[src/rtl/pet_pkg.sv]
// Shared pet constants: face codes (also used by the LCD controller), mode and reaction encodings.
package pet_pkg;

  localparam int FACE_HAPPY   = 0;
  localparam int FACE_NEUTRAL = 1;
  localparam int FACE_HUNGRY  = 2;
  localparam int FACE_SAD     = 3;
  localparam int FACE_TIRED   = 4;
  localparam int FACE_SLEEP   = 5;
  localparam int FACE_EAT     = 6;
  localparam int FACE_PLAY    = 7;
  localparam int FACE_DEAD    = 8;

  typedef enum logic [1:0] {
    MODE_AWAKE = 2'd0,
    MODE_SLEEP = 2'd1,
    MODE_DEAD  = 2'd2
  } mode_e;

  typedef enum logic [1:0] {
    REACT_NONE = 2'd0,
    REACT_EAT  = 2'd1,
    REACT_PLAY = 2'd2
  } react_e;

  function automatic int max_int(input int a, input int b);
    return (a > b) ? a : b;
  endfunction

endpackage

[src/rtl/pet_state_engine_tick_gen.sv]
// Game time base: one-cycle tick_o every TICK_CYCLES clocks, first one TICK_CYCLES cycles after reset release.
module tick_gen #(
  parameter int TICK_CYCLES = 50_000_000
) (
  input  logic clk_i,
  input  logic rst_ni,
  output logic tick_o
);

  localparam int CW = (TICK_CYCLES > 1) ? $clog2(TICK_CYCLES) : 1;

  logic [CW-1:0] cnt_q, cnt_d;

  assign tick_o = (cnt_q == CW'(TICK_CYCLES - 1));

  always_comb begin
    cnt_d = tick_o ? '0 : cnt_q + CW'(1);
  end

  always_ff @(posedge clk_i or negedge rst_ni) begin
    if (!rst_ni) cnt_q <= '0;
    else         cnt_q <= cnt_d;
  end

endmodule

[src/rtl/pet_state_engine.sv]
// Pet stat engine: buttons and tick decay update stats one edge after the pulse; face follows one edge later.
module pet_state_engine
  import pet_pkg::*;
#(
  parameter int MAX_VALUE    = 5,
  parameter int NUM_FACES    = 9,
  parameter int TICK_CYCLES  = 50_000_000,
  parameter int FOOD_DECAY   = 4,
  parameter int JOY_DECAY    = 3,
  parameter int ENERGY_DECAY = 5,
  parameter int SLEEP_GAIN   = 2,
  parameter int REACT_TICKS  = 2,
  parameter int DEATH_TICKS  = 6
) (
  input  logic                           clk,
  input  logic                           reset,
  input  logic                           btn_feed,
  input  logic                           btn_play,
  input  logic                           btn_sleep,
  output logic [$clog2(NUM_FACES)-1:0]   face,
  output logic [$clog2(MAX_VALUE+1)-1:0] food_value,
  output logic [$clog2(MAX_VALUE+1)-1:0] joy_value,
  output logic [$clog2(MAX_VALUE+1)-1:0] energy_value
);

  localparam int SW = $clog2(MAX_VALUE + 1);
  localparam int FW = $clog2(NUM_FACES);
  localparam int CW = $clog2(max_int(max_int(max_int(FOOD_DECAY, JOY_DECAY),
                                             max_int(ENERGY_DECAY, SLEEP_GAIN)),
                                     max_int(REACT_TICKS, DEATH_TICKS)) + 1);

  // old + inc - dec in signed SW+1 bits, then clamp to 0..MAX_VALUE
  function automatic logic [SW-1:0] sat_upd(input logic [SW-1:0] old_v,
                                            input logic          inc,
                                            input logic [1:0]    dec);
    logic signed [SW:0] sum;
    sum = $signed({1'b0, old_v}) + $signed({{SW{1'b0}}, inc})
        - $signed({{(SW-1){1'b0}}, dec});
    if (sum < 0)                                return '0;
    else if (sum > $signed((SW+1)'(MAX_VALUE))) return SW'(MAX_VALUE);
    else                                        return sum[SW-1:0];
  endfunction

  logic tick;

  mode_e          mode_q, mode_d;
  react_e         react_q, react_d;
  logic [CW-1:0]  react_cnt_q, react_cnt_d;
  logic [CW-1:0]  food_div_q, food_div_d;
  logic [CW-1:0]  joy_div_q, joy_div_d;
  logic [CW-1:0]  energy_div_q, energy_div_d;
  logic [CW-1:0]  starve_q, starve_d;
  logic [SW-1:0]  food_q, food_d;
  logic [SW-1:0]  joy_q, joy_d;
  logic [SW-1:0]  energy_q, energy_d;
  logic [FW-1:0]  face_q, face_d;

  logic          alive, awake;
  logic          accept_sleep, accept_feed, accept_play;
  logic          food_wrap, joy_wrap, energy_wrap, energy_gain;
  logic [CW-1:0] energy_lim;
  logic [1:0]    energy_dec;

  tick_gen #(
    .TICK_CYCLES(TICK_CYCLES)
  ) u_tick_gen (
    .clk_i (clk),
    .rst_ni(reset),
    .tick_o(tick)
  );

  always_comb begin
    mode_d       = mode_q;
    react_d      = react_q;
    react_cnt_d  = react_cnt_q;
    food_div_d   = food_div_q;
    joy_div_d    = joy_div_q;
    energy_div_d = energy_div_q;
    starve_d     = starve_q;
    food_d       = food_q;
    joy_d        = joy_q;
    energy_d     = energy_q;
    food_wrap    = 1'b0;
    joy_wrap     = 1'b0;
    energy_wrap  = 1'b0;
    energy_gain  = 1'b0;
    energy_lim   = CW'(ENERGY_DECAY);
    energy_dec   = 2'd0;

    alive = (mode_q != MODE_DEAD);
    awake = (mode_q == MODE_AWAKE);

    // sleep > feed > play; losers of a coincident pulse are simply dropped
    accept_sleep = alive && btn_sleep;
    accept_feed  = awake && !btn_sleep && btn_feed;
    accept_play  = awake && !btn_sleep && !btn_feed && btn_play && (energy_q != '0);

    if (alive) begin
      if (tick) begin
        food_wrap  = (food_div_q == CW'(FOOD_DECAY - 1));
        food_div_d = food_wrap ? '0 : food_div_q + CW'(1);
        joy_wrap   = (joy_div_q == CW'(JOY_DECAY - 1));
        joy_div_d  = joy_wrap ? '0 : joy_div_q + CW'(1);
        energy_lim   = (mode_q == MODE_SLEEP) ? CW'(SLEEP_GAIN) : CW'(ENERGY_DECAY);
        energy_wrap  = (energy_div_q == energy_lim - CW'(1));
        energy_div_d = energy_wrap ? '0 : energy_div_q + CW'(1);
      end
      energy_gain = energy_wrap && (mode_q == MODE_SLEEP);
      energy_dec  = {1'b0, energy_wrap && awake} + {1'b0, accept_play};

      food_d   = sat_upd(food_q, accept_feed, {1'b0, food_wrap});
      joy_d    = sat_upd(joy_q, accept_play, {1'b0, joy_wrap});
      energy_d = sat_upd(energy_q, energy_gain, energy_dec);

      if (food_q != '0) starve_d = '0;
      else if (tick)    starve_d = starve_q + CW'(1);

      if (accept_sleep) begin
        react_d     = REACT_NONE;
        react_cnt_d = '0;
      end else if (accept_feed) begin
        react_d     = REACT_EAT;
        react_cnt_d = CW'(REACT_TICKS);
      end else if (accept_play) begin
        react_d     = REACT_PLAY;
        react_cnt_d = CW'(REACT_TICKS);
      end else if (tick && react_cnt_q != '0) begin
        react_cnt_d = react_cnt_q - CW'(1);
        if (react_cnt_q == CW'(1)) react_d = REACT_NONE;
      end
    end

    case (mode_q)
      MODE_AWAKE: if (accept_sleep) mode_d = MODE_SLEEP;
      MODE_SLEEP: if (accept_sleep || (energy_gain && energy_d == SW'(MAX_VALUE)))
                    mode_d = MODE_AWAKE;
      default:    mode_d = mode_q;
    endcase
    if (alive && starve_d == CW'(DEATH_TICKS)) mode_d = MODE_DEAD;

    // energy period differs between modes, so each mode starts a fresh count
    if (mode_d != mode_q) energy_div_d = '0;

    if (mode_q == MODE_DEAD)                  face_d = FW'(FACE_DEAD);
    else if (mode_q == MODE_SLEEP)            face_d = FW'(FACE_SLEEP);
    else if (react_q == REACT_EAT)            face_d = FW'(FACE_EAT);
    else if (react_q == REACT_PLAY)           face_d = FW'(FACE_PLAY);
    else if (energy_q <= SW'(1))              face_d = FW'(FACE_TIRED);
    else if (food_q <= SW'(1))                face_d = FW'(FACE_HUNGRY);
    else if (joy_q <= SW'(1))                 face_d = FW'(FACE_SAD);
    else if (food_q >= SW'(MAX_VALUE - 1) && joy_q >= SW'(MAX_VALUE - 1) &&
             energy_q >= SW'(MAX_VALUE - 1))  face_d = FW'(FACE_HAPPY);
    else                                      face_d = FW'(FACE_NEUTRAL);
  end

  always_ff @(posedge clk or negedge reset) begin
    if (!reset) begin
      mode_q       <= MODE_AWAKE;
      react_q      <= REACT_NONE;
      react_cnt_q  <= '0;
      food_div_q   <= '0;
      joy_div_q    <= '0;
      energy_div_q <= '0;
      starve_q     <= '0;
      food_q       <= SW'(MAX_VALUE);
      joy_q        <= SW'(MAX_VALUE);
      energy_q     <= SW'(MAX_VALUE);
      face_q       <= FW'(FACE_HAPPY);
    end else begin
      mode_q       <= mode_d;
      react_q      <= react_d;
      react_cnt_q  <= react_cnt_d;
      food_div_q   <= food_div_d;
      joy_div_q    <= joy_div_d;
      energy_div_q <= energy_div_d;
      starve_q     <= starve_d;
      food_q       <= food_d;
      joy_q        <= joy_d;
      energy_q     <= energy_d;
      face_q       <= face_d;
    end
  end

  assign face         = face_q;
  assign food_value   = food_q;
  assign joy_value    = joy_q;
  assign energy_value = energy_q;

endmodule
[config.mk]
export PLATFORM = sky130hd
export DESIGN_NAME = pet_state_engine
export DESIGN_NICKNAME = d
export VERILOG_FILES = /design/src/rtl/pet_pkg.sv /design/src/rtl/pet_state_engine_tick_gen.sv /design/src/rtl/pet_state_engine.sv
export SDC_FILE = /design/constraint.sdc
export NUM_CORES = 1
export LEC_CHECK = 0
export ABC_AREA = 0
export CORE_UTILIZATION = 30
export CTS_BUF_LIST = sky130_fd_sc_hd__clkbuf_8
export DETAILED_ROUTE_END_ITERATION = 8
export GPL_TIMING_DRIVEN = 0
export PLACE_DENSITY_LB_ADDON = 0.2
export SYNTH_ARGS = -nofsm -noshare
export SYNTH_HDL_FRONTEND = slang
export SYNTH_SLANG_ARGS = --single-unit
[constraint.sdc]
create_clock -name clk -period 6.7 [get_ports clk]
set_clock_uncertainty 0.15 [all_clocks]
set_input_delay 1.34 -clock clk [delete_from_list [all_inputs] [get_ports clk]]
set_output_delay 1.34 -clock clk [all_outputs]
set_load 0.05 [all_outputs]
# == After elaboration in Yosys (flattened, before gate mapping) ==
# Index checks and enable logic that the tools add are counted.
# totals
reg_bits,58
latch_bits,0
ram_bits,0
romBits,0
inputBits,5
wordCells,125
mem_count,0
# classes
addsub,14
n_mul,0
div,0
n_lt_le_gt_ge,12
n_eq_ne,13
shift,0
muxes,46
n_bitwise,0
n_reduce_logical,28
# ops
operator,n
$mux 3,25
$add 26x1->26 const B,1
$eq 26x26->1 const B,1
$mux 26,1
$mux 2,10
$logic_and 1x1->1,13
$add 3x1->3 const B,4
$add 3x1->4,3
$gt 4x4->1 const B,3
$lt 4x1->1 const B,3
$ge 3x3->1 const B,3
$le 3x1->1 const B,3
$reduce_bool 3->1,3
$mux 1,8
$reduce_bool 4->1,2
$sub 4x2->4,2
$eq 3x2->1 const B,2
$eq 3x3->1 const B,2
$reduce_and 2->1,3
$sub 3x1->3 const B,2
$eq 2x1->1 const B,2
$eq 2x2->1 const B,2
$mux 4,1
$pmux 2 s2,1
11 further kinds,13

# == Depth between registers and ports, before layout ==
# depth
word_depth,22
ltp_mapped,16
depth_no_buf,16

# == By module ==
# From an unflattened synthesis, not the netlist that was laid out.
# unflattened
cells_unflattened,364
area_unflattened_um2,3618.5
# by_module_without_submodules
module,instances,cells_each,area_each_um2,seq_area_each_um2
pet_state_engine,1,230,2280.9,808.3
tick_gen,1,134,1337.5,650.6

# == Worst setup path before layout ==
# No wires, ideal clock.
# synth_timing
kind,input to register
startpoint,input port btn_sleep
endpoint,register energy_div_q[1]
setup_ps,143
t_arrival_ps,4088
required_ps,6407
path_slack_ps,2319
cell_stages,13
path_buffers,0
path_cell_list,nor3_1 > nor3b_1 > ha_1 > ha_1 > inv_1 > ha_1 > inv_1 > fa_1 > xnor2_1 > nor2b_1 > o21ai_0 > nor4b_2 > a211oi_1
# synth_between
elab_chain_len,20
elab_cells_between_ends,25
# synth_rtl
element,line_no,text
"start, declared",pet_state_engine.sv:19,"input logic btn_sleep,"
$logic_not 1->1,pet_state_engine.sv:96,accept_play = awake && !btn_sleep && !btn_feed && btn_play && (energy_q != '0);
$logic_and 1x1->1 (4 in a row),pet_state_engine.sv:96,
$add 1x1->2,pet_state_engine.sv:109,"energy_dec = {1'b0, energy_wrap && awake} + {1'b0, accept_play};"
$sub 4x3->4,pet_state_engine.sv:38,"- $signed({{(SW-1){1'b0}}, dec});"
$gt 4x4->1,pet_state_engine.sv:40,else if (sum > $signed((SW+1)'(MAX_VALUE))) return SW'(MAX_VALUE);
$mux 3,pet_state_engine.sv:40,
$mux 3,pet_state_engine.sv:39,if (sum < 0) return '0;
$mux 3,pet_state_engine.sv:98,if (alive) begin
$eq 3x3->1,pet_state_engine.sv:135,MODE_SLEEP: if (accept_sleep || (energy_gain && energy_d == SW'(MAX_VALUE)))
$logic_and 1x1->1,pet_state_engine.sv:135,
$logic_or 1x1->1,pet_state_engine.sv:135,
$mux 2,pet_state_engine.sv:135,
$pmux 2 s2 (*),pet_state_engine.sv:133,case (mode_q)
$mux 2 (*),pet_state_engine.sv:139,if (alive && starve_d == CW'(DEATH_TICKS)) mode_d = MODE_DEAD;
$ne 2x2->1 (*),pet_state_engine.sv:142,if (mode_d != mode_q) energy_div_d = '0;
$reduce_bool 2->1 (no line),-,
$reduce_and 2->1 (no line),-,
"end signal, assigned",pet_state_engine.sv:175,energy_div_q <= energy_div_d;
"end, declared",pet_state_engine.sv:51,"logic [CW-1:0] energy_div_q, energy_div_d;"
# Mark *: on every way between the ends. The rest lies on a longest branch, timed or not.
# A chain may end at the register's enable or synchronous reset.

# == Final worst setup path ==
# layout_timing
startpoint,input port btn_sleep
endpoint,register energy_div_q[2]
# The elaborated chain is that of the path after synthesis.

==> key figures <==
Status
  – Status: finished, final reports clean

Die
  – # IOs: 18
  – Initial Util: 0.307
  – Die span in x: 110 um
  – Core area: 11400 sq um
  – Cell Rows: 39
  – Die Area: 12100 sq um
  – Die extent in y: 110 um

Worst hold path
  – Hold_sp: joy_value[2]
  – Hold depth: 2
  – Hold worst-path end: joy_value[2]
  – HP Class: reg2reg

Finish
  – Area of the multi-input gates: 1890 sq um
  – Syn-to-layout area delta: 16.7%
  – # diodes: 0
  – Fillers: 1161
  – Register area: 1460 sq um
  – Share of layout cells above drive strength 1: 0.0932
  – Final core utilization: 0.359
  – Post-layout nets: 425
  – Non-Filler Instances: 540
  – Post-route cell area: 4080 sq um

Timing
  – Fin crit share: 0.768
  – Max-slew violations: 0
  – RSZ-0062 raised after global routing: no
  – Fin Hold WS: 0.335 ns
  – Fmax: 194 MHz
  – Fin crit period: 5.15 ns
  – Final setup viols: 0
  – Worst slew pin tran: 1.09 ns
  – Slew HR: 0.265
  – Final Hold Fails: 0
  – Setup TNS: 0 ns
  – PnR worst setup slack: 1.55 ns

Placed design
  – Placed Area: 3860 sq um
  – Final HPWL DP: 5.63 mm
  – GP Congestion: 0.820
  – Port Buf Inserts: 17
  – Cell total after placement: 525
  – Dpl ws: 1.18 ns

Clock tree
  – Clk_lat worst skew: 0.35 ns
  – Num CTS Buffers: 9
  – Num Clock Sinks: 58
  – Setup bufs post-CTS: 0
  – Post-CTS Resized: 0
  – Hold_buf cts: 0
  – Reg clk slew, reported paths: 0.07 ns
  – CTS tree: built
  – Clock Tree Buf Depth: 2
  – Root buffer cell: clkbuf_8
  – # H-tree levels: 3

Routing
  – Vias: 2678
  – WL final: 7.72 mm
  – Via density: 4.96
  – Drc violations: 0
  – Router iterations before antenna repair: 4
  – Initial DRC Count: 205
  – Post-route ant nets: 0
  – Drt wl/cell: 14.3 um

Yosys
  – Avg Inst Size Synth: 9.60 sq um
  – Synth unique cells: 51
  – Synth Cell Area: 3490 sq um
  – Register area share after synthesis: 0.418
  – Synth Net Count: 396
  – Ys Warns: 0
  – Number of synthesized flops with an enable pin: 0
  – Synthesized flop and latch total: 58
  – Fraction of synthesis flops using an asynchronous set or reset pin: 1.00
  – Top_reg_cell synth: dfrtp_1
  – Synth Instances: 364

Global routing
  – Gr usage total: 0.145
  – Vias in the first global route: 2681
  – Gr ovfl total: 0
  – First-pass GRT wire length: 13.3 mm
  – Largest net degree at the start of global routing: 36
  – Initial antenna violation count: 0

Worst setup path
  – Worst path most repeated cell: ha_1
  – R2R cell count: 15
  – Critical Path RT: 6.76 ns
  – Crit-path leading delay family: simple AND/OR/NAND/NOR gates
  – R2R Setup Slk: 1.99 ns
  – Data arrival time of the worst path: 5.21 ns
  – RR Startpoint: u_tick_gen.cnt_q[10]
  – Worst-path cell chain: clkdlybuf4s50_1 > nor3_1 > nor3b_1 > ha_1 > ha_1 > inv_1 > ha_1 > inv_1 > fa_1 > xnor2_1 > nor2b_1 > o21ai_0 > nor4b_2 > a211oi_1
  – WS Path Type: in2reg
  – CP max stage delay: 0.54 ns
  – CP Capture Type: register
  – Max stage delay cell, worst path: nor3b_1
  – Startpoint Class: primary input
  – CP Depth: 14
  – Worst path bufs/invs: 3
  – Reg2reg end: energy_div_q[2]
  – Crit path max fanout: 5

Power and ir drop
  – IR Drop Worst-Case VDD: 0.000168 V
  – Power per Cell Area: 279 nW/um^2
  – Leakage: 1.79 nW
  – Power Total: 1.14 mW

Flow run
  – Total of max-cap violations: 0
==> registers in the layout, summed over array words and instances, names as in the netlist <==
register and count:
joy_value 3, starve_q 3, u_tick_gen.cnt_q 26, joy_div_q 3, energy_value 3, react_q 2, energy_div_q 3, react_cnt_q 3
mode_q 2, food_div_q 3, face 4, food_value 3
==> cell type report <==
cell class	count	area share
Multi-Input combinational cell	269	0.464
Sequential cell	58	0.358
Timing Repair Buffer	18	0.0454
Tap cell	143	0.0439
Clock buffer	11	0.0371
Inverter	28	0.0258
Clock inverter	4	0.0166
Buffer	9	0.00921
==> where the power goes <==
| part | total, mW | internal (mW) | switching, mW |
|---|---|---|---|
| registers | 0.411 | 0.387 | 0.0240 |
| clock network | 0.373 | 0.225 | 0.148 |
| logic | 0.353 | 0.130 | 0.223 |
==> placed cells by master, fill, tap and decap left out, types with 3 or more instances in the layout <==
cell / Yosys / routed
dfrtp_1: 52 / 52
nor2_1: 31 / 31
inv_1: 28 / 30
nand2_1: 28 / 28
ha_1: 24 / 24
xor2_1: 17 / 17
xnor2_1: 17 / 17
nand4_1: 16 / 16
clkdlybuf4s50_1: 0 / 16
nand3_1: 14 / 14
a21oi_1: 14 / 14
nor4_1: 13 / 13
clkbuf_8: 0 / 11
o21ai_0: 10 / 10
nor3_1: 7 / 7
o31ai_1: 7 / 7
and3_1: 6 / 6
dfstp_2: 6 / 6
nand2b_1: 5 / 5
nor2b_1: 5 / 5
clkbuf_1: 4 / 4
and2_1: 4 / 4
buf_2: 3 / 4
mux2_2: 4 / 4
and4_1: 3 / 3
or4_1: 3 / 3
or3_1: 3 / 3
a211oi_1: 3 / 3
o22ai_1: 3 / 3
fa_1: 3 / 3
==> worst max-delay path by stage <==
stage	start	end	slack, ns
after floorplan	btn_sleep	energy_div_q[1]	2.32
after global placement	btn_sleep	energy_div_q[1]	1.17
after detailed placement	btn_sleep	energy_div_q[2]	1.18
after CTS	btn_sleep	energy_div_q[2]	1.52
after global routing	btn_sleep	energy_div_q[2]	1.22
final	btn_sleep	energy_div_q[2]	1.55
==> cells by family after synthesis <==
logic type	share of synthesized area
buf+inv	0.0408
mux	0.0186
compound gates	0.0946
fa+ha+maj	0.106
flops	0.418
xor+xnor	0.0852
simple gates	0.237
==> cells in the mapped netlist (all sizes together) (11+ instances only) <==
master,instances,area (sq um)
ha,24,300
nand4,16,100
xor2,17,149
dfrtp,52,1300
xnor2,17,149
nor4,13,81.3
nand3,14,70.1
o21ai,11,55.1
nor2,31,116
nand2,28,105
a21oi,14,70.1
inv,28,105
==> layer usage <==
layer,track usage,routed length [um],vias to the layer above
met4,0.0562,100,0
met2,0.227,3580,29
met1,0.191,3800,1285
li1,-,-,1356
met5,0,0,-
met3,0.0362,230,8
==> tightest hold or removal path: stages, from the launching register on <==
cell and delay, ns:
dfstp_2 0.37, nand2_1 0.05, o31ai_1 0.06
Power figures use the tool's default switching activity.
==> RTL edit 1 (config.mk and constraints unchanged) <==
Make the reset (`reset` and `rst_ni`) synchronous in 2 clocked blocks.
--- a/src/rtl/pet_state_engine_tick_gen.sv
+++ b/src/rtl/pet_state_engine_tick_gen.sv
@@ -18,5 +18,5 @@
   end
 
-  always_ff @(posedge clk_i or negedge rst_ni) begin
+  always_ff @(posedge clk_i) begin
     if (!rst_ni) cnt_q <= '0;
     else         cnt_q <= cnt_d;
--- a/src/rtl/pet_state_engine.sv
+++ b/src/rtl/pet_state_engine.sv
@@ -154,5 +154,5 @@
   end
 
-  always_ff @(posedge clk or negedge reset) begin
+  always_ff @(posedge clk) begin
     if (!reset) begin
       mode_q       <= MODE_AWAKE;
Function: differs if reset is asserted again (counterexample within 4 cycles, from zero or initial values and one cycle with reset low); with reset held inactive, the same outputs for 10 cycles.
==> RTL edit 1 against the unedited design <==
- power is 0.36% lower
- via count fell by 0.30%
- sequential cell count unchanged
- area after synthesis is 6.2% lower
- routed wire length shrank 5.5%
- critical path type unchanged
- critical path depth grew 1
- setup slack gained 0.24 ns
- final area is 5.7% lower
==> RTL edit 1: results (changes against the unedited design) <==
First-pass GRT wire length: 12.2 mm (-8.3%)
Critical R2R Launch: u_tick_gen.cnt_q[0]$_SDFF_PP0_
Total GRT Usage: 0.138 (-0.00675)
Worst reg2reg setup slack: 2.13 ns (+0.14 ns)
Placed Instances: 530 (+0.95%)
Outcome: completed
DR iter-0 viols: 114 (-44%)
Hold Crit Start: food_div_q[2]$_SDFFE_PN0P_
Sw Ratio: 0.345 (-0.00231)
Share of cells above drive strength 1: 0.0588 (-0.0344)
Vias in the first global route: 2498 (-6.8%)
Top post-synthesis cells by count: 58 x dfxtp_1, 42 x nor2_1, 26 x nand2_1
Area contributors post-synth: dfxtp_1 35%, ha_1 9.5%, xnor2_1 5.3%
Top FF cell, synth: dfxtp_1
Final Net Count: 438 (+3.1%)
CTS H-tree depth: 3 (unchanged)
Critical path peak fanout: 4 (-1)
Worst Max-Slew Pin Slew: 0.621 ns (-0.472 ns)
Min Tclk post-route: 4.91 ns (-0.239 ns)
PwrDens: 295 mW/mm^2 (+5.7%)
Worst hold slack: 0.279 ns (-0.0559 ns)
Dpl ws: 1.43 ns (+0.252 ns)
Synth Net Count: 410 (+3.5%)
Largest net degree at the start of global routing: 11 (-69%)
Layout Cells excl Fill: 544 (+0.74%)
Post-synthesis sequential area ratio: 0.354 (-0.0633)
DR WL/cell: 13.4 um (-6.2%)
Clk pwr share: 0.329 (about the same)
Vias after detailed routing: 2670 (-0.30%)
Post-DP HPWL: 5.43 mm (-3.6%)
Slowest cell on crit path: clkdlybuf4s50_1
DP Area: 0.00362 mm^2 (-6.2%)
GPL Wtd Cong: 0.800 (-2.4%)
Worst EP arrival: 5.02 ns (-0.19 ns)
Distinct cells, synth: 56 (+9.8%)
Leakage: 1.43 nW (-20%)
Syn avg cell area: 8.69 um^2 (-9.4%)
[RTL edit 1: worst max-delay path: cells and delay by family]
| kind | cells | cell delay, ns |
|---|---|---|
| buffers and inverters | 3 | 0.59 |
| AO/OA/AOI/OAI | 3 | 0.62 |
| adder cells (fa/ha/maj) | 4 | 1.17 |
| AND/OR/NAND/NOR | 4 | 1.03 |
| XOR/XNOR | 1 | 0.25 |
[RTL edit 1: routing by layer]
layer  GRT usage  up-vias  wire, um
li1            -     1370         -
met1       0.187     1258      3750
met2       0.211       34      3180
met3      0.0368        8       260
met4      0.0499        0       108
met5           0        -         0
[RTL edit 1: path summary, 6_finish.rpt]
kind | endpoint | cells past startpoint
setup / recovery | energy_div_q[2]$_SDFFE_PP0P_ | 15
hold / removal | food_div_q[2]$_SDFFE_PN0P_ | 2
setup reg to reg | energy_div_q[2]$_SDFFE_PP0P_ | 18
hold reg to reg | food_div_q[2]$_SDFFE_PN0P_ | 2
[RTL edit 1: kinds of logic after synthesis]
group,share of synthesized area
buffers and inverters,0.0412
adder cells (fa/ha/maj),0.114
flip-flops,0.354
AO/OA/AOI/OAI,0.124
multiplexers,0.0126
AND/OR/NAND/NOR,0.258
XOR/XNOR,0.0962
[RTL edit 1: layout make-up]
type	count	area (um^2)
sequential	58	1160
inverter	24	90.1
buffer	11	45.0
timing repair buffer	17	170
fill	1119	6620
clock buffer	12	165
clock inverter	2	60.1
multi-input combinational	284	1980
tap	136	170
==> RTL edit 2 (same flow settings) <==
Without the edit above. Set the parameter `JOY_DECAY` to 2 (it was 3).
--- a/src/rtl/pet_state_engine.sv
+++ b/src/rtl/pet_state_engine.sv
@@ -7,5 +7,5 @@
   parameter int TICK_CYCLES  = 50_000_000,
   parameter int FOOD_DECAY   = 4,
-  parameter int JOY_DECAY    = 3,
+  parameter int JOY_DECAY    = 2,
   parameter int ENERGY_DECAY = 5,
   parameter int SLEEP_GAIN   = 2,
Check against the original RTL: no difference found for any inputs over 10 cycles, from zero or initial values and one cycle with reset low; that may be too few to reach the edited logic, so the function may still have changed.
==> RTL edit 2 against the unedited design <==
- critical path depth rose by 1
- hold slack improved by 0.00086 ns
- critical endpoint unchanged
- largest power group unchanged
- sequential cell count did not move
- count of clock-buffer cells in the layout did not move
- sequential share of layout area rose by 1.5 points
- power fell by 5.7%
- fmax rose by 4.6%
- final area fell by 4.0%
- critical path type unchanged
- setup slack improved by 0.23 ns
- area after synthesis fell by 3.2%
- routed wire length fell by 7.2%
==> RTL edit 2: results (changes against the unedited design) <==
Post-DP HPWL: 5.12 mm (-9.1%)
GPL Wtd Cong: 0.796 (-2.9%)
Hold Crit Endpoint: joy_value[0]$_DFFE_PN1N_
Routed wire length: 7.16 mm (-7.2%)
Final Net Count: 404 (-4.9%)
Sw Ratio: 0.373 (+0.0261)
Clock net power: 290 uW (-22%)
Top post-synthesis cells by count: 52 x dfrtp_1, 36 x nor2_1, 30 x nand2_1
DP Area: 0.00374 mm^2 (-3.0%)
Crit path largest cell delay: 0.78 ns (+0.24 ns)
Distinct cells, synth: 60 (+18%)
Outcome: completed
Worst EP arrival: 4.99 ns (-0.22 ns)
Placed Instances: 501 (-4.6%)
GR Layer Usage met1: 0.171 (-0.0199)
Largest net degree at the start of global routing: 32 (-11%)
Met2 Use GR: 0.214 (-0.0134)
DR iter-0 viols: 62 (-70%)
VDD IR-drop max: 0.204 mV (+22%)
Share of cells above drive strength 1: 0.125 (+0.0318)
Dpl ws: 1.40 ns (+0.223 ns)
Synth Net Count: 375 (-5.3%)
Routed wire length on met3: 250 um (+8.7%)
Power share of the combinational group: 0.343 (+0.032)
Slowest cell on crit path: or4b_2
Worst reg2reg setup slack: 2.35 ns (+0.36 ns)
First-pass GRT wire length: 12.2 mm (-8.6%)
Critical path peak fanout: 7 (+2)
Hold Crit Start: joy_value[0]$_DFFE_PN1N_
Critical R2R Launch: u_tick_gen.cnt_q[7]$_DFF_PN0_
M3 GR Usage: 0.0416 (+0.00543)
Area contributors post-synth: dfrtp_1 38%, ha_1 8.9%, dfstp_2 4.7%
Worst Max-Slew Pin Slew: 0.738 ns (-0.355 ns)
Vias per cell: 4.87 (-1.8%)
Leakage: 1.73 nW (-3.3%)
RTL edit 2: cell types whose count changed in the layout (fill, tap and decap cells not counted), sizes merged, moves of 3 or more:
cell and delta:
or4 -3, clkinv +4, nor4 -10, inv -5
nand3 +5, o21bai +3, nand3b +4, a41oi +3
nand4 -9, nand2b -5, nor2 +5
RTL edit 2: area by class of cell:
| type | count | area (um^2) | share of cell area |
|---|---|---|---|
| multi-input combinational | 253 | 1790 | 0.456 |
| buffer | 7 | 43.8 | 0.0112 |
| timing repair buffer | 18 | 185 | 0.0473 |
| tap | 140 | 175 | 0.0448 |
| inverter | 25 | 93.8 | 0.0240 |
| sequential | 58 | 1460 | 0.373 |
| clock inverter | 4 | 18.8 | 0.00480 |
| clock buffer | 11 | 151 | 0.0387 |
RTL edit 2: cell families after synthesis:
logic type      after synthesis  synth area share
fa+ha+maj                    28             0.110
simple gates                138             0.223
flops                        58             0.431
mux                           2           0.00666
compound gates               52             0.103
buf+inv                      32            0.0407
xor+xnor                     33            0.0855
